===== src/rtl/store_align_buffer.sv =====
// Store alignment buffer: turns MEM-stage SB/SH/SW requests into word-aligned,
// lane-replicated bus writes, queues them in a FIFO and flags load-address hazards.
module store_align_buffer #(
    parameter int DEPTH = 4,
    parameter int CNT_W = $clog2(DEPTH) + 1
) (
    input  logic             clk,
    input  logic             rst,
    input  logic             MEM_StoreValid,
    input  logic [31:0]      MEM_StoreAddr,
    input  logic [31:0]      MEM_StoreData,
    input  logic [1:0]       MEM_StoreSize,
    input  logic             MEM_Flush,
    output logic             MEM_StoreAccept,
    output logic             MEM_AddrErr,
    input  logic [31:0]      MEM_LoadAddr,
    output logic             MEM_LoadHit,
    output logic             Bus_WrValid,
    output logic [31:0]      Bus_WrAddr,
    output logic [31:0]      Bus_WrData,
    output logic [3:0]       Bus_WrStrb,
    input  logic             Bus_WrReady,
    output logic [CNT_W-1:0] Buf_Count,
    output logic             Buf_Empty
);
    localparam int PTR_W = $clog2(DEPTH);

    logic [29:0]      addr_mem [DEPTH];
    logic [31:0]      data_mem [DEPTH];
    logic [3:0]       strb_mem [DEPTH];
    logic [PTR_W-1:0] rd_ptr;
    logic [PTR_W-1:0] wr_ptr;
    logic [CNT_W-1:0] count;
    logic             full;
    logic             empty;
    logic             enq;
    logic             deq;
    logic [31:0]      fmt_data;
    logic [3:0]       fmt_strb;
    logic [PTR_W-1:0] idx;
    logic             unused_load_lsb;

    assign unused_load_lsb = ^MEM_LoadAddr[1:0];

    assign empty = (count == '0);
    assign full  = (count == CNT_W'(DEPTH));

    assign MEM_AddrErr = MEM_StoreValid & ~MEM_Flush &
                         ((MEM_StoreSize == 2'b11) |
                          ((MEM_StoreSize == 2'b01) & MEM_StoreAddr[0]) |
                          ((MEM_StoreSize == 2'b10) & (MEM_StoreAddr[1:0] != 2'b00)));

    // Full blocks acceptance even when the head drains this same cycle.
    assign enq = MEM_StoreValid & ~MEM_Flush & ~MEM_AddrErr & ~full;
    assign deq = ~empty & Bus_WrReady;
    assign MEM_StoreAccept = enq;

    always_comb begin
        fmt_data = MEM_StoreData;
        fmt_strb = 4'b1111;
        case (MEM_StoreSize)
            2'b00: begin
                fmt_data = {4{MEM_StoreData[7:0]}};
                fmt_strb = 4'b0001 << MEM_StoreAddr[1:0];
            end
            2'b01: begin
                fmt_data = {2{MEM_StoreData[15:0]}};
                fmt_strb = MEM_StoreAddr[1] ? 4'b1100 : 4'b0011;
            end
            default: begin
                fmt_data = MEM_StoreData;
                fmt_strb = 4'b1111;
            end
        endcase
    end

    always_ff @(posedge clk or posedge rst) begin
        if (rst) begin
            rd_ptr <= '0;
            wr_ptr <= '0;
            count  <= '0;
        end else begin
            if (enq)
                wr_ptr <= wr_ptr + PTR_W'(1);
            if (deq)
                rd_ptr <= rd_ptr + PTR_W'(1);
            case ({enq, deq})
                2'b10:   count <= count + CNT_W'(1);
                2'b01:   count <= count - CNT_W'(1);
                default: count <= count;
            endcase
        end
    end

    always_ff @(posedge clk) begin
        if (enq) begin
            addr_mem[wr_ptr] <= MEM_StoreAddr[31:2];
            data_mem[wr_ptr] <= fmt_data;
            strb_mem[wr_ptr] <= fmt_strb;
        end
    end

    // Only occupied slots participate; a store accepted this cycle is not yet stored.
    always_comb begin
        MEM_LoadHit = 1'b0;
        idx         = '0;
        for (int k = 0; k < DEPTH; k++) begin
            idx = rd_ptr + PTR_W'(k);
            if ((CNT_W'(k) < count) && (addr_mem[idx] == MEM_LoadAddr[31:2]))
                MEM_LoadHit = 1'b1;
        end
    end

    assign Bus_WrValid = ~empty;
    assign Bus_WrAddr  = empty ? 32'h0 : {addr_mem[rd_ptr], 2'b00};
    assign Bus_WrData  = empty ? 32'h0 : data_mem[rd_ptr];
    assign Bus_WrStrb  = empty ? 4'h0  : strb_mem[rd_ptr];
    assign Buf_Count   = count;
    assign Buf_Empty   = empty;
endmodule


===== config.mk =====
export PLATFORM = sky130hd
export DESIGN_NAME = store_align_buffer
export DESIGN_NICKNAME = d
export VERILOG_FILES = /design/src/rtl/store_align_buffer.sv
export SDC_FILE = /design/constraint.sdc
export NUM_CORES = 1
export LEC_CHECK = 0
export CAP_MARGIN = 25
export CORE_UTILIZATION = 61
export DETAILED_ROUTE_END_ITERATION = 10
export GPL_ROUTABILITY_DRIVEN = 1
export PLACE_DENSITY = 0.86
export REMOVE_ABC_BUFFERS = 1
export SLEW_MARGIN = 25
export SYNTH_ARGS = -nofsm -noshare
export SYNTH_HDL_FRONTEND = slang
export SYNTH_SLANG_ARGS = --single-unit

===== constraint.sdc =====
create_clock -name clk -period 5.5 [get_ports clk]
set_input_delay 1.375 -clock clk [delete_from_list [all_inputs] [get_ports clk]]
set_output_delay 1.375 -clock clk [all_outputs]
set_load 0.02 [all_outputs]

==> results.toml <==
[cells_and_area]
final_util = 0.762
fin_area_sq_um = 17900
final_cell_mix = "edfxtp_1, clkdlybuf4s50_1, mux2i_1, buf_4, xnor2_1"
layout-drive-gt1-share = 0.169
area_growth_syn_to_layout_pct = 22.5
final_common_cell = "edfxtp_1"
nets = 1347

[pwr]
power_density_nw_per_um2 = 509
power.leakage_nw = 6.38
peakVddDrop_v = 0.000358

[setup_path]
cp.required_ns = 4.12
worstSetupPathType = "in2out"
cp.arrival_ns = 3.71
regToRegSetupSlack_ns = 2.76
timing.rr.start = "Buf_Count[0]"
crit_buf_inv = 2
rr_endpoint = "addr_mem[3][24]"
cpMaxStageDelayCell = "clkdlybuf4s50_1"
reg2regPathDepth = 6
crit_fanout = 4
max_stage_delay_ns = 0.60
cp_cell_sequence = "clkdlybuf4s50_1 -> nor2_1 -> a211o_1 -> or4_1 -> a221oi_1 -> a22oi_1 -> o221ai_1 -> dlymetal6s2s_1"
crit_path_end_kind = "output port"
path_delay_family = "buffers and inverters"
cp.depth = 8
critPathLaunchType = "primary input"

[sta]
finalSetupViolations = 0
post-route-period-util = 0.924
finClkSkew_ns = 0.00951
relSlewSlack = 0.288
hold_viol = 0
slew_violations = 0
period_needed_ns = 5.08
fin_setup_tns_ns = 0
fmax_mhz = 197
worst_pin_slew_ns = 1.06
grt_setup_unrepaired = "no"

[route]
wl_um = 39400
routed_via_density = 6.28
firstDrtPassIters = 5
drtIter0Drc = 840
routedWlPerCell_um = 25.0
vias = 9903
drc = 0
detail-route-antenna-nets = 0

[synth]
yosys_warnings = 0
synth_edf_count = 264
syn_area_sq_um = 14600
synth-seq-cells = 271
postSynthCellCount = 1035
yosysSeqAreaShare = 0.555
synthFlopType = "edfxtp_1"
avgSynthCellArea_sq_um = 14.1
async_flop_share = 0.0258
ys_types = 63

[clock_tree]
clk_latency_ns = 0.55
clk_pin_slew_ns = 0.06
cts_buffers = 27
ctsLongestPathBuffers = 3
cts_tree = "built"
clock_sinks = 271
hold_buffers = 0
htreeDepth = 1
cts.root.buffer_cell = "clkbuf_16"

[floorplanning]
start_util = 0.622
core-area_sq_um = 23500
die-area_sq_um = 24600
io_pins = 179
fp.dieW_um = 157
row_count = 56
fp.dieH_um = 157

[placed_design]
placed_area_sq_um = 16900
gp_congestion = 0.997
dp_hpwl_um = 27200
io_buffers = 174

[global_route]
grtUsageTotal = 0.326
met1_usage = 0.418
grtUsageMet2 = 0.556
overflow = 0
grt_max_degree = 67
top_usage_layer = "met2"
grt_antenna_before_repair = 2
grt_pass1_wl_um = 59000
grt_pass1_vias = 10100
met3_usage = 0.0523

[hold_path]
hold_end = "Buf_Count[1]"
min_path_type = "reg2reg"
holdCritStartpoint = "Buf_Count[1]"
whs_path_depth = 2

[outcome]
status = "complete, no violations"

[job]
maxCapViolations = 0
[how the worst max path moves through the flow]
stage                     startpoint     endpoint  slack [ns]
floorplan                  rd_ptr[1]  MEM_LoadHit       -2.92
global placement    MEM_LoadAddr[15]  MEM_LoadHit        0.05
detailed placement  MEM_LoadAddr[15]  MEM_LoadHit        0.06
CTS                 MEM_LoadAddr[15]  MEM_LoadHit        0.05
global route        MEM_LoadAddr[15]  MEM_LoadHit        0.26
finish              MEM_LoadAddr[15]  MEM_LoadHit        0.42
[synthesized netlist by cell type (5+ instances only)]
master     count  area, sq um
edfxtp_1     264         7930
mux2i_1      145         1450
xnor2_1       57          499
and2_1        55          344
nand2_1       52          195
mux4_2        51         1150
xor2_1        39          342
mux2_2        35          394
nor2_1        35          131
clkbuf_1      28          105
o21ai_0       27          135
a21oi_1       16         80.1
buf_2         16         80.1
o22ai_1       16          100
inv_1         15         56.3
nor4_1        15         93.8
buf_4         11         82.6
buf_6         11          124
nand4_1       11         68.8
a22oi_1        9         67.6
and3_1         9         56.3
buf_1          9         33.8
ha_1           9          113
a211oi_1       8         60.1
nand3_1        8         40.0
dfrtp_1        7          175
o221ai_1       7         61.3
nor3_1         6         30.0
a2111oi_0      5         43.8
a221oi_1       5         43.8
[final cells by class]
type / count / area [sq um]
fillers: 1437 / 5590
inverters: 16 / 60.1
diodes: 1 / 2.50
clock inverters: 18 / 224
multi-input cells: 673 / 6010
flip-flops and latches: 271 / 8110
well taps: 319 / 399
clock buffers: 32 / 694
repair buffers: 246 / 2380
[state kept, by name, indices dropped and copies added, names as in the netlist]
| name | count |
|---|---|
| strb_mem | 16 |
| Buf_Count | 3 |
| addr_mem | 120 |
| wr_ptr | 2 |
| data_mem | 128 |
| rd_ptr | 2 |
[logic make-up (layout without fill, tap and decap cells)]
kind of cell               count (synthesis)  count (layout)  share of synthesized area
adders and majority gates                  9               9                    0.00771
DFF                                      271             271                      0.555
muxes                                    238             238                      0.214
xor gates and xnor gates                  96              96                     0.0576
and+or+nand+nor                          200             200                     0.0705
buffers and inverters                     92             312                     0.0343
AOI/OAI and AO/OA                        128             128                     0.0609
other                                      1               3                   0.000257
[worst min-delay path, cell delays in order (launching register included)]
cell	delay, ns
dfrtp_1	0.44
nand2_1	0.07
o21ai_0	0.07
[through the flow]
stage | worst slack, ns | hold slack, ns | instances | total power, W
5_1_grt | 0.258 | 0.637 | 1576 | 0.00946
2_1_floorplan | -2.92 | 0.580 | 960 | 0.00575
3_3_place_gp | 0.0507 | 0.590 | 1524 | 0.00708
6_report | 0.416 | 0.625 | 1576 | 0.00910
3_5_place_dp | 0.0591 | 0.598 | 1524 | 0.00715
4_1_cts | 0.0540 | 0.616 | 1575 | 0.00910
[power by group]
part	switching (W)	leakage [nW]	total, W	internal (W)
clock	0.000774	0.446	0.00191	0.00114
sequential	0.000167	2.46	0.00259	0.00242
combinational	0.00247	3.47	0.00460	0.00214
total	0.00341	6.38	0.00910	0.00569
[timing repair]
item | 4_1_cts | 5_1_grt
buffers inserted | 1 | 0
resized for setup | 0 | 1
endpoints found under the setup margin | 1 | 1
[metal layers]
metal	vias to the layer above	wire length (um)
li1	4406	-
met2	424	19800
met1	4984	15500
met5	-	13
met4	2	1480
met3	87	2650
(Power assumes the default switching activity.)
==> edit (same flow settings) <==
Register the output `MEM_AddrErr`; this adds one clock of latency there. The other outputs are not delayed to match.
--- a/src/rtl/store_align_buffer.sv
+++ b/src/rtl/store_align_buffer.sv
@@ -25,6 +25,8 @@
 );
     localparam int PTR_W = $clog2(DEPTH);
 
+    logic MEM_AddrErr_d;
+
     logic [29:0]      addr_mem [DEPTH];
     logic [31:0]      data_mem [DEPTH];
     logic [3:0]       strb_mem [DEPTH];
@@ -45,13 +47,13 @@
     assign empty = (count == '0);
     assign full  = (count == CNT_W'(DEPTH));
 
-    assign MEM_AddrErr = MEM_StoreValid & ~MEM_Flush &
+    assign MEM_AddrErr_d = MEM_StoreValid & ~MEM_Flush &
                          ((MEM_StoreSize == 2'b11) |
                           ((MEM_StoreSize == 2'b01) & MEM_StoreAddr[0]) |
                           ((MEM_StoreSize == 2'b10) & (MEM_StoreAddr[1:0] != 2'b00)));
 
     // Full blocks acceptance even when the head drains this same cycle.
-    assign enq = MEM_StoreValid & ~MEM_Flush & ~MEM_AddrErr & ~full;
+    assign enq = MEM_StoreValid & ~MEM_Flush & ~MEM_AddrErr_d & ~full;
     assign deq = ~empty & Bus_WrReady;
     assign MEM_StoreAccept = enq;
 
@@ -117,5 +119,9 @@
     assign Bus_WrStrb  = empty ? 4'h0  : strb_mem[rd_ptr];
     assign Buf_Count   = count;
     assign Buf_Empty   = empty;
+    always_ff @(posedge clk) begin
+        MEM_AddrErr <= MEM_AddrErr_d;
+    end
+
 endmodule
 
Check against the original RTL: not equivalent (a bounded check fails within 4 cycles, from zero or initial values and one cycle with rst high).
==> edit against the unedited design <==
- routed wire length rose by 3.9%
- critical endpoint unchanged
- count of clock-buffer cells in the layout down 1
- largest power group unchanged
- power is 0.59% lower
- sequential cell count increased by 1
- largest cell class unchanged
- synthesized area increased by 0.14%
- design area fell by 0.35%
- maximum frequency shrank 1.7%
- worst setup slack got worse by 86 ps
==> edit: results (changes against the unedited design) <==
.. list-table::
   :header-rows: 1

   * - Metric
     - Value
   * - Initial antenna violation count
     - 1 (-1)
   * - Leakage dissipation
     - 6.373 nW (-0.17%)
   * - Hold Crit Depth
     - 1 (-1)
   * - Net count, final
     - 1344 (-0.22%)
   * - Overall routing resource usage
     - 34.00% (+1.4 points)
   * - Post-Route Skew
     - 23.33 ps (+13.83 ps)
   * - Leading post-synthesis cells by cell area
     - sky130_fd_sc_hd__edfxtp_1, sky130_fd_sc_hd__mux2i_1, sky130_fd_sc_hd__mux4_2, sky130_fd_sc_hd__xnor2_1, sky130_fd_sc_hd__mux2_2
   * - Final hold slack
     - 636.6 ps (+11.58 ps)
   * - Worst hold endpoint
     - Buf_Count[0]
   * - Via count of the first global-routing pass
     - 10135 (unchanged)
   * - Fraction of synthesis flops using an asynchronous set or reset pin
     - 2.574% (-0.0095 points)
   * - Status
     - finished clean
   * - Violation count after the first detailed-route iteration
     - 938 (+12%)
   * - Total detailed-routing wirelength
     - 40920 um (+3.9%)
   * - Fill cell instance count of the final layout
     - 1459 (+1.5%)
   * - Startpoint of the tightest hold check path
     - Buf_Count[0]
   * - Via count
     - 9932 (+0.29%)
   * - Number of distinct library cells after synthesis
     - 64 (+1.6%)
   * - Share of final-layout standard cells stronger than drive strength 1
     - 16.45% (-0.43 points)
   * - Detailed-placement wirelength estimate
     - 27260 um (+0.10%)
   * - Cell total after placement
     - 1518 (-0.39%)
   * - Wire length of the first global-routing pass
     - 60830 um (+3.2%)
   * - Crit path arrival time
     - 3790 ps (+80 ps)
   * - Final-report max-slew violation count
     - 0 (unchanged)
   * - Worst setup timing slack at the placement stage
     - 29.73 ps (-29.36 ps)
   * - Gate count after technology mapping
     - 1036 (+0.097%)
   * - Final RePlAce weighted congestion
     - 0.9828 (-1.5%)
   * - Share of the yosys chip area belonging to registers
     - 55.55% (+0.061 points)
edit: cell types whose count changed after synthesis:
cell | before | now
sky130_fd_sc_hd__dfxtp_1 | 0 | 1
edit: timing repair:
action	in CTS	in global routing
setup endpoints to repair	1	1
setup buffers	1	3
gates resized for setup	0	3
hold buffers	0	0
pin swaps	0	0
edit: cell type report:
cell class | count | area (um^2) | share of cell area, %
antenna | 1 | 2.502 | 0.01404
clock buffer | 31 | 690.7 | 3.875
clock inverter | 18 | 162.7 | 0.9126
inverter | 16 | 60.06 | 0.3370
multi-input combinational | 673 | 6011 | 33.72
sequential | 272 | 8130 | 45.62
tap | 319 | 399.1 | 2.239
timing repair buffer | 242 | 2367 | 13.28
edit: cell families after synthesis:
group / count (synthesis) / share of synthesized area (%)
buffers and inverters: 92 / 3.423
adder cells (fa/ha/maj): 9 / 0.7701
AND/OR/NAND/NOR: 200 / 7.042
AO/OA/AOI/OAI: 128 / 6.084
XOR/XNOR: 96 / 5.750
multiplexers: 238 / 21.36
other: 1 / 0.02564
flip-flops: 272 / 55.55
edit: layer usage:
metal	vias up	GRT usage (%)	share of wire, %
met5	-	0	0
met4	0	12.51	3.6
met3	87	5.622	8.0
met2	536	58.26	50
met1	4907	43.60	38
li1	4402	-	-
edit: power groups by stage:
stage / logic [mW] / registers [mW] / clock network [mW]
floorplan: 2.86 / 2.90 / 0
global placement: 4.43 / 2.64 / 0
detailed placement: 4.48 / 2.65 / 0
CTS: 4.60 / 2.59 / 1.82
global route: 4.91 / 2.58 / 1.89
finish: 4.68 / 2.57 / 1.80
edit: how the worst max path moves through the flow:
stage	from	to	slack (ps)	depth (start not counted)
final	MEM_LoadAddr[11]	MEM_LoadHit	330	10
after global routing	MEM_LoadAddr[11]	MEM_LoadHit	290	10
after detailed placement	MEM_LoadAddr[11]	MEM_LoadHit	30	10
after global placement	MEM_LoadAddr[11]	MEM_LoadHit	50	10
after floorplan	rd_ptr[1]	MEM_LoadHit	-2920	7
after CTS	MEM_LoadAddr[11]	MEM_LoadHit	10	10
edit: through the flow:
stage,util [%],power [mW]
CTS,75.79,9.010
global route,75.93,9.387
global placement,72.04,7.066
floorplan,-,5.754
detailed placement,72.04,7.131
finish,75.93,9.047
